## src/rtl/dst_tracker.sv

```systemverilog
// rtl/dst_tracker.sv - destination/load-flag tracker for EX, MEM and WB with load-use stall control
module dst_tracker #(
    parameter int CNT_W = 16
) (
    input  logic             clk,
    input  logic             resetn,
    input  logic             id_valid,
    input  logic             id_wen,
    input  logic [4:0]       id_dst,
    input  logic             id_load,
    input  logic             load_forward,
    input  logic             me_hold,
    input  logic             flush,
    input  logic             cnt_clr,
    output logic [4:0]       ex_dst,
    output logic [4:0]       me_dst,
    output logic [4:0]       wb_dst,
    output logic [2:0]       mem_load,
    output logic             id_stall,
    output logic             ex_bubble,
    output logic [CNT_W-1:0] stall_cnt
);

    // Stage entries: destination register plus "write data comes from memory" flag.
    logic [4:0]       ex_dst_q, ex_dst_d;
    logic [4:0]       me_dst_q, me_dst_d;
    logic [4:0]       wb_dst_q, wb_dst_d;
    logic             ex_ld_q, ex_ld_d;
    logic             me_ld_q, me_ld_d;
    logic             wb_ld_q, wb_ld_d;
    logic [CNT_W-1:0] stall_cnt_q, stall_cnt_d;

    logic [4:0]       cap_dst;
    logic             cap_ld;
    logic             load_stall;

    // Entry captured from ID; a zero destination never carries a load flag.
    always_comb begin
        cap_dst = 5'd0;
        cap_ld  = 1'b0;
        if (id_valid && id_wen) begin
            cap_dst = id_dst;
            cap_ld  = id_load && (id_dst != 5'd0);
        end
    end

    // Hold/bubble controls; flush overrides every stall source.
    always_comb begin
        load_stall = id_valid && load_forward;
        id_stall   = !flush && (me_hold || load_stall);
        ex_bubble  = !flush && !me_hold && load_stall;
    end

    // Next-state for the stage entries: flush, then memory hold, then load bubble, then normal shift.
    always_comb begin
        ex_dst_d = ex_dst_q;
        me_dst_d = me_dst_q;
        wb_dst_d = wb_dst_q;
        ex_ld_d  = ex_ld_q;
        me_ld_d  = me_ld_q;
        wb_ld_d  = wb_ld_q;
        if (flush) begin
            ex_dst_d = 5'd0;
            me_dst_d = 5'd0;
            wb_dst_d = 5'd0;
            ex_ld_d  = 1'b0;
            me_ld_d  = 1'b0;
            wb_ld_d  = 1'b0;
        end else if (me_hold) begin
            ex_dst_d = ex_dst_q;
            me_dst_d = me_dst_q;
            wb_dst_d = wb_dst_q;
            ex_ld_d  = ex_ld_q;
            me_ld_d  = me_ld_q;
            wb_ld_d  = wb_ld_q;
        end else begin
            wb_dst_d = me_dst_q;
            wb_ld_d  = me_ld_q;
            me_dst_d = ex_dst_q;
            me_ld_d  = ex_ld_q;
            if (load_stall) begin
                ex_dst_d = 5'd0;
                ex_ld_d  = 1'b0;
            end else begin
                ex_dst_d = cap_dst;
                ex_ld_d  = cap_ld;
            end
        end
    end

    // Saturating stall-cycle counter; clear beats increment.
    always_comb begin
        stall_cnt_d = stall_cnt_q;
        if (cnt_clr) begin
            stall_cnt_d = '0;
        end else if (id_stall && !(&stall_cnt_q)) begin
            stall_cnt_d = stall_cnt_q + {{(CNT_W-1){1'b0}}, 1'b1};
        end
    end

    // State registers with asynchronous active-low reset.
    always_ff @(posedge clk or negedge resetn) begin
        if (!resetn) begin
            ex_dst_q    <= 5'd0;
            me_dst_q    <= 5'd0;
            wb_dst_q    <= 5'd0;
            ex_ld_q     <= 1'b0;
            me_ld_q     <= 1'b0;
            wb_ld_q     <= 1'b0;
            stall_cnt_q <= '0;
        end else begin
            ex_dst_q    <= ex_dst_d;
            me_dst_q    <= me_dst_d;
            wb_dst_q    <= wb_dst_d;
            ex_ld_q     <= ex_ld_d;
            me_ld_q     <= me_ld_d;
            wb_ld_q     <= wb_ld_d;
            stall_cnt_q <= stall_cnt_d;
        end
    end

    // Registered outputs to the forward unit and performance monitor.
    always_comb begin
        ex_dst    = ex_dst_q;
        me_dst    = me_dst_q;
        wb_dst    = wb_dst_q;
        mem_load  = {ex_ld_q, me_ld_q, wb_ld_q};
        stall_cnt = stall_cnt_q;
    end

endmodule

```

## config.mk

```make
export PLATFORM = sky130hd
export DESIGN_NAME = dst_tracker
export DESIGN_NICKNAME = d
export VERILOG_FILES = /design/src/rtl/dst_tracker.sv
export SDC_FILE = /design/constraint.sdc
export NUM_CORES = 1
export LEC_CHECK = 0
export CAP_MARGIN = 15
export CORE_MARGIN = 2
export CORE_UTILIZATION = 40
export DETAILED_ROUTE_END_ITERATION = 8
export GPL_TIMING_DRIVEN = 0
export PLACE_DENSITY_LB_ADDON = 0.15
export SLEW_MARGIN = 5
export SYNTH_ARGS = -nofsm -noshare
export SYNTH_HDL_FRONTEND = slang
export SYNTH_SLANG_ARGS = --single-unit
```

## constraint.sdc

```tcl
create_clock -name clk -period 1.8 [get_ports clk]
set_input_delay 0.36 -clock clk [delete_from_list [all_inputs] [get_ports clk]]
set_output_delay 0.36 -clock clk [all_outputs]
set_load 0.05 [all_outputs]
```

==> run_results.csv, run 1 <==
group,metric,value,unit
global_route,grtUsageTotal,0.194,
synthesis,synth_seq_cells,34,
synthesis,synth-xor-area-share,0,
global_route,antenna_found_initial,0,
synthesis,yosys.area.top_type_share,0.496,
power,p_comb_frac,0.083,
cells_and_area,layout-drive-gt1-share,0.255,
synthesis,syn_area,1720,um2
synthesis,synth_common_cells,"dfrtp_1, nor2_1, mux2i_1",
synthesis,synthMuxAreaShare,0.109,
routing,first_pass_iters,5,
routing,ant_nets,0,
synthesis,yosys.area_share.simple,0.241,
routing,drt_iter0_markers,88,
synthesis,synth-compound-area-share,0.114,
sta,finClkSkew,0.00431,ns
synthesis,post-synth-top-count-cell,"dfrtp_1",
synthesis,yosysTopAreaCell,"dfrtp_1",
die,start_util,0.423,
run,drv_cap,0,
cells_and_area,nFillCells,350,
worst_setup_path,slowest_delay,0.44,ns
placement,place_inst,264,
sta,fmax,564,MHz
clocking,cts_sinks,34,
worst_setup_path,critical_path_required,2.02,ns
synthesis,yosys.area_share.adder,0.00729,
global_route,grt_first_pass_wirelength,7.40,mm
routing,route.detailed.drc,0,
sta,setup_viol,0,
sta,tightest_slew,0.769,ns
worst_setup_path,critPathSlowestCell,"dfrtp_2",
power,switching_share,0.220,
die,die_width,69.5,um
synthesis,ys_types,36,
power,switchingPower,401,uW
die,rows,23,
sta,min_period_over_period,0.986,
routing,viasPerCell,5.65,
outcome,status,"complete, no violations",
die,dieArea,4830,um2
die,core-area,4060,um2
synthesis,synth-main-ff-cell,"dfrtp_1",
cells_and_area,stdcell_count,281,
worst_setup_path,path_cells,"ha_4, nand4_1, or3b_4, or4_1, a21oi_1",
placement,port-buffer-count,47,
routing,drt-total-wl,4.55,mm
synthesis,yosysWarnings,0,
synthesis,synth.area.top_cells,"dfrtp_1, mux2i_1, nor2_1",
synthesis,syn_nets,182,
die,die_h,69.5,um
clocking,cts_tree,"built",
cells_and_area,fin_area,2520,um2
clocking,insertion_delay,0.29,ns
power,cell_internal_pwr,1.42,mW
clocking,numCtsBuffers,5,
synthesis,synth_area_per_cell,10.3,um2
synthesis,synthArstFlopShare,1.00,
power,power_density,720,nW/um2
die,num_io_pins,50,
worst_setup_path,end_kind,"register",
global_route,grt-ovfl-total,0,
power,clockPowerShare,0.489,
worst_setup_path,critPathArrivalTime,1.99,ns
routing,num_vias,1588,
clocking,ctsHoldBuffers,0,
sta,relSlewSlack,0.487,
clocking,cts.clk_slew.worst_paths,0.07,ns
hold_path,hold_path_class,"in2async",
routing,wl_per_cell,16.2,um
clocking,cts-root-buf,"clkbuf_8",
cells_and_area,nets,245,
worst_setup_path,start_kind,"register",
clocking,cts_max_path_buffers,2,
cells_and_area,n_antenna_cell,0,
sta,drv_slew,0,
placement,post_dp_cell_area,2290,um2
clocking,h-tree-depth,2,
sta,rsz0062_at_grt,"yes",
global_route,grt_pass1_vias,1437,
synthesis,synth_top_family_by_area,"simple AND/OR/NAND/NOR gates",
worst_setup_path,crit_fanout,4,
worst_setup_path,path_class,"reg2reg",
synthesis,yosysSeqAreaShare,0.496,
placement,gp_congestion,0.878,
synthesis,synthCells,167,
sta,fin_crit,1.77,ns
power,seqPwrFrac,0.428,
sta,finalHoldViolations,0,
global_route,grt_max_degree,35,
synthesis,synth_edf_count,0,
power,leakage,1.22,nW
cells_and_area,area_delta_synth_final,47.1,%
placement,dpl.hpwl,3.06,mm
power,ir_worst_vdd,0.421,mV
-- layer usage --
layer / GRT usage / share of wire / routed length [um] / up-vias
met5: 0 / 0 / 0 / -
met4: 0.0566 / 0.010 / 46 / 0
met3: 0.0552 / 0.078 / 353 / 4
met2: 0.290 / 0.47 / 2150 / 66
met1: 0.274 / 0.44 / 2000 / 780
li1: - / - / - / 738
-- area by class of cell --
class | instances | area (um2) | area share
well taps | 50 | 62.6 | 0.0248
repair buffers | 56 | 484 | 0.192
plain buffers | 11 | 63.8 | 0.0253
clock inverters | 2 | 60.1 | 0.0238
inverters | 1 | 3.75 | 0.00149
clock buffers | 6 | 82.6 | 0.0327
flip-flops and latches | 34 | 868 | 0.344
multi-input cells | 121 | 900 | 0.356
-- timing repair --
item / in CTS / in global routing
gates cloned: 0 / 0
setup endpoints to repair: 44 / 8
buffers inserted: 4 / 5
pin swaps: 3 / 1
resized for setup: 53 / 5
-- power by group through the flow --
stage	registers (mW)	clock network [mW]	logic, mW
6_report	0.778	0.890	0.151
3_3_place_gp	0.792	0	0.149
4_1_cts	0.777	0.902	0.147
3_5_place_dp	0.792	0	0.153
2_1_floorplan	0.813	0	0.0598
5_1_grt	0.779	0.943	0.163
-- layout by cell type (no fill, tap or decap), types with 2 or more instances in the layout --
cell,Yosys,final
nand2_1,9,8
nor2b_1,7,6
o21ai_0,2,2
buf_4,3,12
dfrtp_1,34,20
clkbuf_1,6,5
nand4_1,3,3
o31ai_1,7,7
nand2b_1,2,2
a22o_1,5,5
nor2_1,21,21
dfrtp_2,0,14
a21oi_1,11,11
clkbuf_8,0,7
dlygate4sd2_1,0,36
mux2i_1,13,13
buf_2,1,3
or3_1,4,4
nand3_1,4,2
nor4_2,0,2
or4_1,6,6
and3_1,3,3
clkdlybuf4s50_1,0,8
mux2_2,5,4
bufinv_16,0,2
-- logic make-up (layout without fill, tap and decap cells) --
group / count (synthesis) / after routing
DFF: 34 / 34
muxes: 18 / 18
and+or+nand+nor: 73 / 73
buffers and inverters: 12 / 76
adders and majority gates: 1 / 1
AOI/OAI and AO/OA: 29 / 29
-- through the flow --
step	total power, mW	hold WS (ns)	setup TNS, ns	util	setup slack, ns
after global routing	1.88	0.199	-0.0102	0.622	-0.00651
after detailed placement	0.945	0.486	-5.48	0.565	-0.607
after floorplan	0.872	0.0644	-0.0203	-	-0.0138
after global placement	0.941	0.505	-17.49	0.566	-0.588
final	1.82	0.126	0	0.622	0.0257
after CTS	1.83	0.170	0	0.607	0.0139
-- registers in the layout, summed over array words and instances (netlist names) --
| signal | count |
|---|---|
| wb_dst | 5 |
| wb_ld_q | 1 |
| me_dst | 5 |
| ex_dst | 5 |
| stall_cnt | 16 |
| ex_ld_q | 1 |
| me_ld_q | 1 |
-- critical path: cells and delay by family, from the launching register on --
| family | cells | cell delay (ns) |
|---|---|---|
| simple gates | 3 | 0.95 |
| flops | 1 | 0.44 |
| fa+ha+maj | 1 | 0.17 |
| compound gates | 1 | 0.13 |
-- worst paths after layout --
check                           slack [ns]            end  cells past startpoint          from
worst max-delay path                  0.03  stall_cnt[13]                      5  stall_cnt[1]
worst min-delay path                  0.13  stall_cnt[14]                      1        resetn
worst max register to register        0.03  stall_cnt[13]                      5  stall_cnt[1]
worst min register to register        0.53        wb_ld_q                      2       wb_ld_q
max in group asynchronous             1.13   stall_cnt[4]                      1        resetn
min in group clk                      0.41      me_dst[0]                      3       me_hold
(Power assumes the default switching activity.)
==> run 2: changes to the inputs <==
ABC_CLOCK_PERIOD_IN_PS = 1800   (was not set)
PLACE_DENSITY = 0.72   (was not set)
PLACE_DENSITY_LB_ADDON = not set   (was 0.15)
==> run 2 against run 1 <==
Compared with the run above:
- worst hold slack improved by 0.015 ns
- total power fell by 16%
- clock skew rose by 0.0047 ns
- utilization rose by 0.68 points
- final area rose by 1.1%
- via count fell by 1.4%
- global-route usage fell by 1.1 points
- setup slack got worse by 0.0082 ns
- final cell count rose by 0.71%
- count of clock-buffer cells in the layout rose by 1
- routed wire length fell by 0.48%
- first-iteration DRC count rose by 20%
- critical path type unchanged
- critical endpoint unchanged
==> run_results.csv, run 2 (synthesis gave the netlist of run 1 again) <==
group,metric,value,unit
cells_and_area,final_common_cell,"dlygate4sd2_1",
die,die_h,69.5,um
worst_setup_path,crit_fanout,7,
worst_setup_path,start_kind,"register",
global_route,grtUsageTotal,0.183,
sta,drv_slew,0,
die,core-area,4060,um2
sta,min_period_over_period,0.990,
die,dieArea,4830,um2
power,switching_share,0.250,
hold_path,hold_path_class,"in2async",
cells_and_area,layout-drive-gt1-share,0.300,
placement,place_inst,264,
placement,port-buffer-count,47,
placement,place_ws,-0.603,ns
cells_and_area,largest_register_ffs,16,
sta,finClkSkew,0.00901,ns
power,ir_worst_vdd,0.475,mV
power,seqPwrFrac,0.512,
clocking,insertion_delay,0.29,ns
power,power_density,596,nW/um2
clocking,cts_max_path_buffers,2,
run,drv_cap,0,
global_route,grt_max_degree,35,
routing,first_pass_iters,4,
cells_and_area,fin_area,2550,um2
sta,rsz0062_at_grt,"yes",
cells_and_area,n_antenna_cell,0,
power,switchingPower,380,uW
power,cell_internal_pwr,1.14,mW
routing,drt-total-wl,4.53,mm
sta,fmax,561,MHz
routing,route.detailed.drc,0,
placement,dpl.hpwl,3.00,mm
clocking,numCtsBuffers,5,
global_route,grt_first_pass_wirelength,6.99,mm
global_route,grt_pass1_vias,1400,
die,rows,23,
sta,fin_hold_ws,0.141,ns
sta,tightest_slew,0.767,ns
power,clockPowerShare,0.385,
worst_setup_path,path_class,"reg2reg",
routing,num_vias,1565,
global_route,grt-ovfl-total,0,
worst_setup_path,critPathArrivalTime,2.00,ns
routing,ant_nets,0,
sta,finalHoldViolations,0,
worst_setup_path,end_kind,"register",
sta,fin_crit,1.78,ns
die,start_util,0.423,
die,die_width,69.5,um
sta,setup_viol,0,
placement,gp_congestion,0.799,
power,p_comb_frac,0.102,
routing,viasPerCell,5.53,
routing,drt_iter0_markers,106,
cells_and_area,final_cell_mix,"dlygate4sd2_1, nor2_1, dfrtp_1",
sta,worst_slack,0.0175,ns
clocking,cts_sinks,34,
clocking,h-tree-depth,2,
cells_and_area,area_delta_synth_final,48.7,%
placement,post_dp_cell_area,2290,um2
routing,wl_per_cell,16.0,um
cells_and_area,stdcell_count,283,
clocking,cts-root-buf,"clkbuf_8",
clocking,cts.clk_slew.worst_paths,0.07,ns
worst_setup_path,critical_path_required,2.01,ns
clocking,cts_tree,"built",
cells_and_area,nets,247,
power,leakage,1.23,nW
sta,relSlewSlack,0.489,
global_route,antenna_found_initial,0,
die,num_io_pins,50,
outcome,status,"complete, no violations",
## run 2: path summary, 6_finish.rpt
| kind | depth (start not counted) | from | slack (ns) | to |
|---|---|---|---|---|
| setup / recovery | 5 | stall_cnt[9] | 0.02 | stall_cnt[13] |
| hold / removal | 1 | resetn | 0.14 | stall_cnt[7] |
| setup reg to reg | 5 | stall_cnt[9] | 0.02 | stall_cnt[13] |
| hold reg to reg | 2 | wb_dst[3] | 0.53 | wb_dst[3] |
| max in group asynchronous | 1 | resetn | 1.12 | stall_cnt[3] |
| min in group clk | 3 | me_hold | 0.43 | me_dst[1] |
## run 2: what timing repair did
action                                  CTS  global route
endpoints found under the setup margin   44            13
hold buffers                              0             0
pin swaps                                 2             8
resized for setup                        52            18
setup buffers                             3             8
## run 2: worst max-delay path, stage by stage (launching register included)
cell     delay (ns)
dfrtp_2        0.43
nand4_4        0.18
buf_4          0.18
or3b_4         0.37
or4_4          0.42
a21oi_2        0.13
## run 2: per-stage QoR
stage	power [mW]	utilization	setup TNS, ns
global route	1.59	0.629	-0.0841
floorplan	0.872	-	-0.0203
finish	1.52	0.629	0
CTS	1.53	0.595	-0.0310
global placement	0.945	0.566	-19.41
detailed placement	0.945	0.565	-5.34
## run 2: area by class of cell
type	instances	area (um2)
fill	353	1510
inverter	1	3.75
timing repair buffer	58	509
clock buffer	7	86.3
buffer	11	57.6
tap	50	62.6
multi-input combinational	121	960
sequential	34	868
clock inverter	1	5.00
## run 2: per-layer routing
metal / global-route usage / share of wire
met5: 0 / 0
met4: 0.0566 / 0.0068
met3: 0.0480 / 0.037
met2: 0.272 / 0.50
met1: 0.261 / 0.45
## run 2: power groups by stage
stage	clock network, mW	logic (mW)	registers (mW)
2_1_floorplan	0	0.0598	0.813
3_3_place_gp	0	0.153	0.792
3_5_place_dp	0	0.152	0.792
4_1_cts	0.598	0.153	0.778
5_1_grt	0.643	0.168	0.779
6_report	0.586	0.155	0.779
==> run 3: changes to the inputs <==
CTS_CLUSTER_DIAMETER = 200   (was not set)
MAX_ROUTING_LAYER = met4   (was not set)
==> run 3 against run 2 <==
Compared with the run above:
- clock power hardly changed
- combinational power is essentially flat
- sequential power about the same
- count of clock-buffer cells in the layout unchanged
- worst hold slack lost 0.00051 ns
- routed wire length shrank 0.33%
- flip-flop and latch count did not move
- clock skew rose by 0.00075 ns
- setup slack gained 0.0013 ns
- register-to-register slack barely moved
- non-clock buffer count stayed put
- largest power group unchanged
==> run_results.csv, run 3 (synthesis gave the netlist of run 1 again) <==
group,metric,value,unit
worst_setup_path,crit_fanout,7,
global_route,antenna_found_initial,0,
placement,dpl.hpwl,3.00,mm
placement,gp_congestion,0.811,
power,switchingPower,382,uW
power,cell_internal_pwr,1.14,mW
die,rows,23,
power,p_comb_frac,0.102,
global_route,grt-ovfl-total,0,
cells_and_area,area_delta_synth_final,48.7,%
cells_and_area,nets,247,
clocking,insertion_delay,0.29,ns
routing,route.detailed.drc,0,
routing,wl_per_cell,15.9,um
worst_setup_path,start_kind,"register",
die,die_width,69.5,um
clocking,numCtsBuffers,5,
sta,finalHoldViolations,0,
global_route,grt_first_pass_wirelength,6.99,mm
die,dieArea,4830,um2
worst_setup_path,ff2ff_path_depth,5,
cells_and_area,layout-drive-gt1-share,0.300,
clocking,cts-root-buf,"clkbuf_8",
worst_setup_path,cpLargestDelayFamily,"simple AND/OR/NAND/NOR gates",
cells_and_area,final_common_cell,"dlygate4sd2_1",
sta,relSlewSlack,0.486,
sta,rsz0062_at_grt,"yes",
sta,fin_crit,1.78,ns
routing,num_vias,1580,
worst_setup_path,timing.rr.end,"stall_cnt[13]",
cells_and_area,final_cell_mix,"dlygate4sd2_1, nor2_1, dfrtp_1",
sta,drv_slew,0,
worst_setup_path,path_cells,"nand4_4, buf_4, or3b_4, or4_4, a21oi_2",
routing,drt_iter0_markers,108,
worst_setup_path,critPathSlowestCell,"dfrtp_2",
clocking,h-tree-depth,2,
power,clockPowerShare,0.386,
global_route,grt_pass1_vias,1403,
worst_setup_path,slowest_delay,0.43,ns
placement,port-buffer-count,47,
die,start_util,0.423,
routing,first_pass_iters,4,
hold_path,hold_path_class,"in2async",
clocking,cts_max_path_buffers,2,
power,seqPwrFrac,0.512,
clocking,ctsHoldBuffers,0,
cells_and_area,largest_register_ffs,16,
outcome,status,"complete, no violations",
sta,finClkSkew,0.00976,ns
clocking,cts_tree,"built",
routing,drt-total-wl,4.51,mm
power,switching_share,0.251,
power,power_density,596,nW/um2
routing,viasPerCell,5.58,
sta,setup_viol,0,
clocking,cts_sinks,34,
worst_setup_path,critPathArrivalTime,2.00,ns
cells_and_area,n_antenna_cell,0,
power,total_power,1.52,mW
power,ir_worst_vdd,0.477,mV
routing,ant_nets,0,
die,num_io_pins,50,
worst_setup_path,r2r-start,"stall_cnt[9]",
sta,fin_hold_ws,0.140,ns
die,core-area,4060,um2
global_route,grt_max_degree,35,
global_route,grtUsageTotal,0.188,
sta,min_period_over_period,0.990,
clocking,cts.clk_slew.worst_paths,0.07,ns
worst_setup_path,critical_path_required,2.01,ns
sta,fmax,561,MHz
worst_setup_path,crit_buf_inv,1,
worst_setup_path,path_class,"reg2reg",
sta,tightest_slew,0.771,ns
worst_setup_path,end_kind,"register",
die,die_h,69.5,um
run,drv_cap,0,
power,leakage,1.23,nW
worst_setup_path,reg2reg_setup_slack,0.02,ns
-- run 3: worst reg2reg max path: stages, from the launching register on --
cell and delay [ns]:
dfrtp_2 0.43, nand4_4 0.18, buf_4 0.18, or3b_4 0.37
or4_4 0.42, a21oi_2 0.13
-- run 3: what timing repair did --
action                                  4_1_cts  5_1_grt
setup buffers                                 3        8
pin swaps                                     2        8
gates resized for setup                      52       18
endpoints found under the setup margin       44       13
-- run 3: layout make-up --
| cell class | instances | area (um2) |
|---|---|---|
| multi-input cells | 121 | 960 |
| flip-flops and latches | 34 | 868 |
| inverters | 1 | 3.75 |
| well taps | 50 | 62.6 |
| repair buffers | 58 | 509 |
| fillers | 353 | 1510 |
| clock buffers | 7 | 86.3 |
| plain buffers | 11 | 57.6 |
| clock inverters | 1 | 5.00 |
-- run 3: worst max path at each step --
stage                             from       endpoint  slack [ns]  depth (start not counted)
after floorplan           stall_cnt[0]  stall_cnt[13]       -0.01                          5
after global placement    load_forward       id_stall       -0.60                          4
after detailed placement  load_forward       id_stall       -0.60                          4
after CTS                     id_valid  stall_cnt[11]       -0.02                          6
after global routing      stall_cnt[9]  stall_cnt[13]       -0.04                          5
final                     stall_cnt[9]  stall_cnt[13]        0.02                          5
-- run 3: layer usage --
| layer | GRT usage | up-vias | share of wire |
|---|---|---|---|
| li1 | - | 741 | - |
| met1 | 0.262 | 796 | 0.47 |
| met2 | 0.271 | 37 | 0.50 |
| met3 | 0.0480 | 6 | 0.030 |
| met4 | 0.0566 | 0 | 0.0084 |
| met5 | - | - | 0 |
-- run 3: power by group through the flow --
stage | Clock, mW | Combinational [mW] | Sequential (mW)
2_1_floorplan | 0 | 0.0598 | 0.813
3_3_place_gp | 0 | 0.153 | 0.792
3_5_place_dp | 0 | 0.152 | 0.792
4_1_cts | 0.598 | 0.153 | 0.778
5_1_grt | 0.643 | 0.168 | 0.779
6_report | 0.587 | 0.156 | 0.779
-- run 3: through the flow --
step	util	instance area [um2]	TNS [ns]	instances	setup WS (ns)
2_1_floorplan	-	1760	-0.0203	167	-0.0138
3_3_place_gp	0.566	2300	-19.41	264	-0.600
3_5_place_dp	0.565	2290	-5.34	264	-0.603
4_1_cts	0.595	2410	-0.0310	275	-0.0173
5_1_grt	0.629	2550	-0.0841	283	-0.0426
6_report	0.629	2550	0	283	0.0188
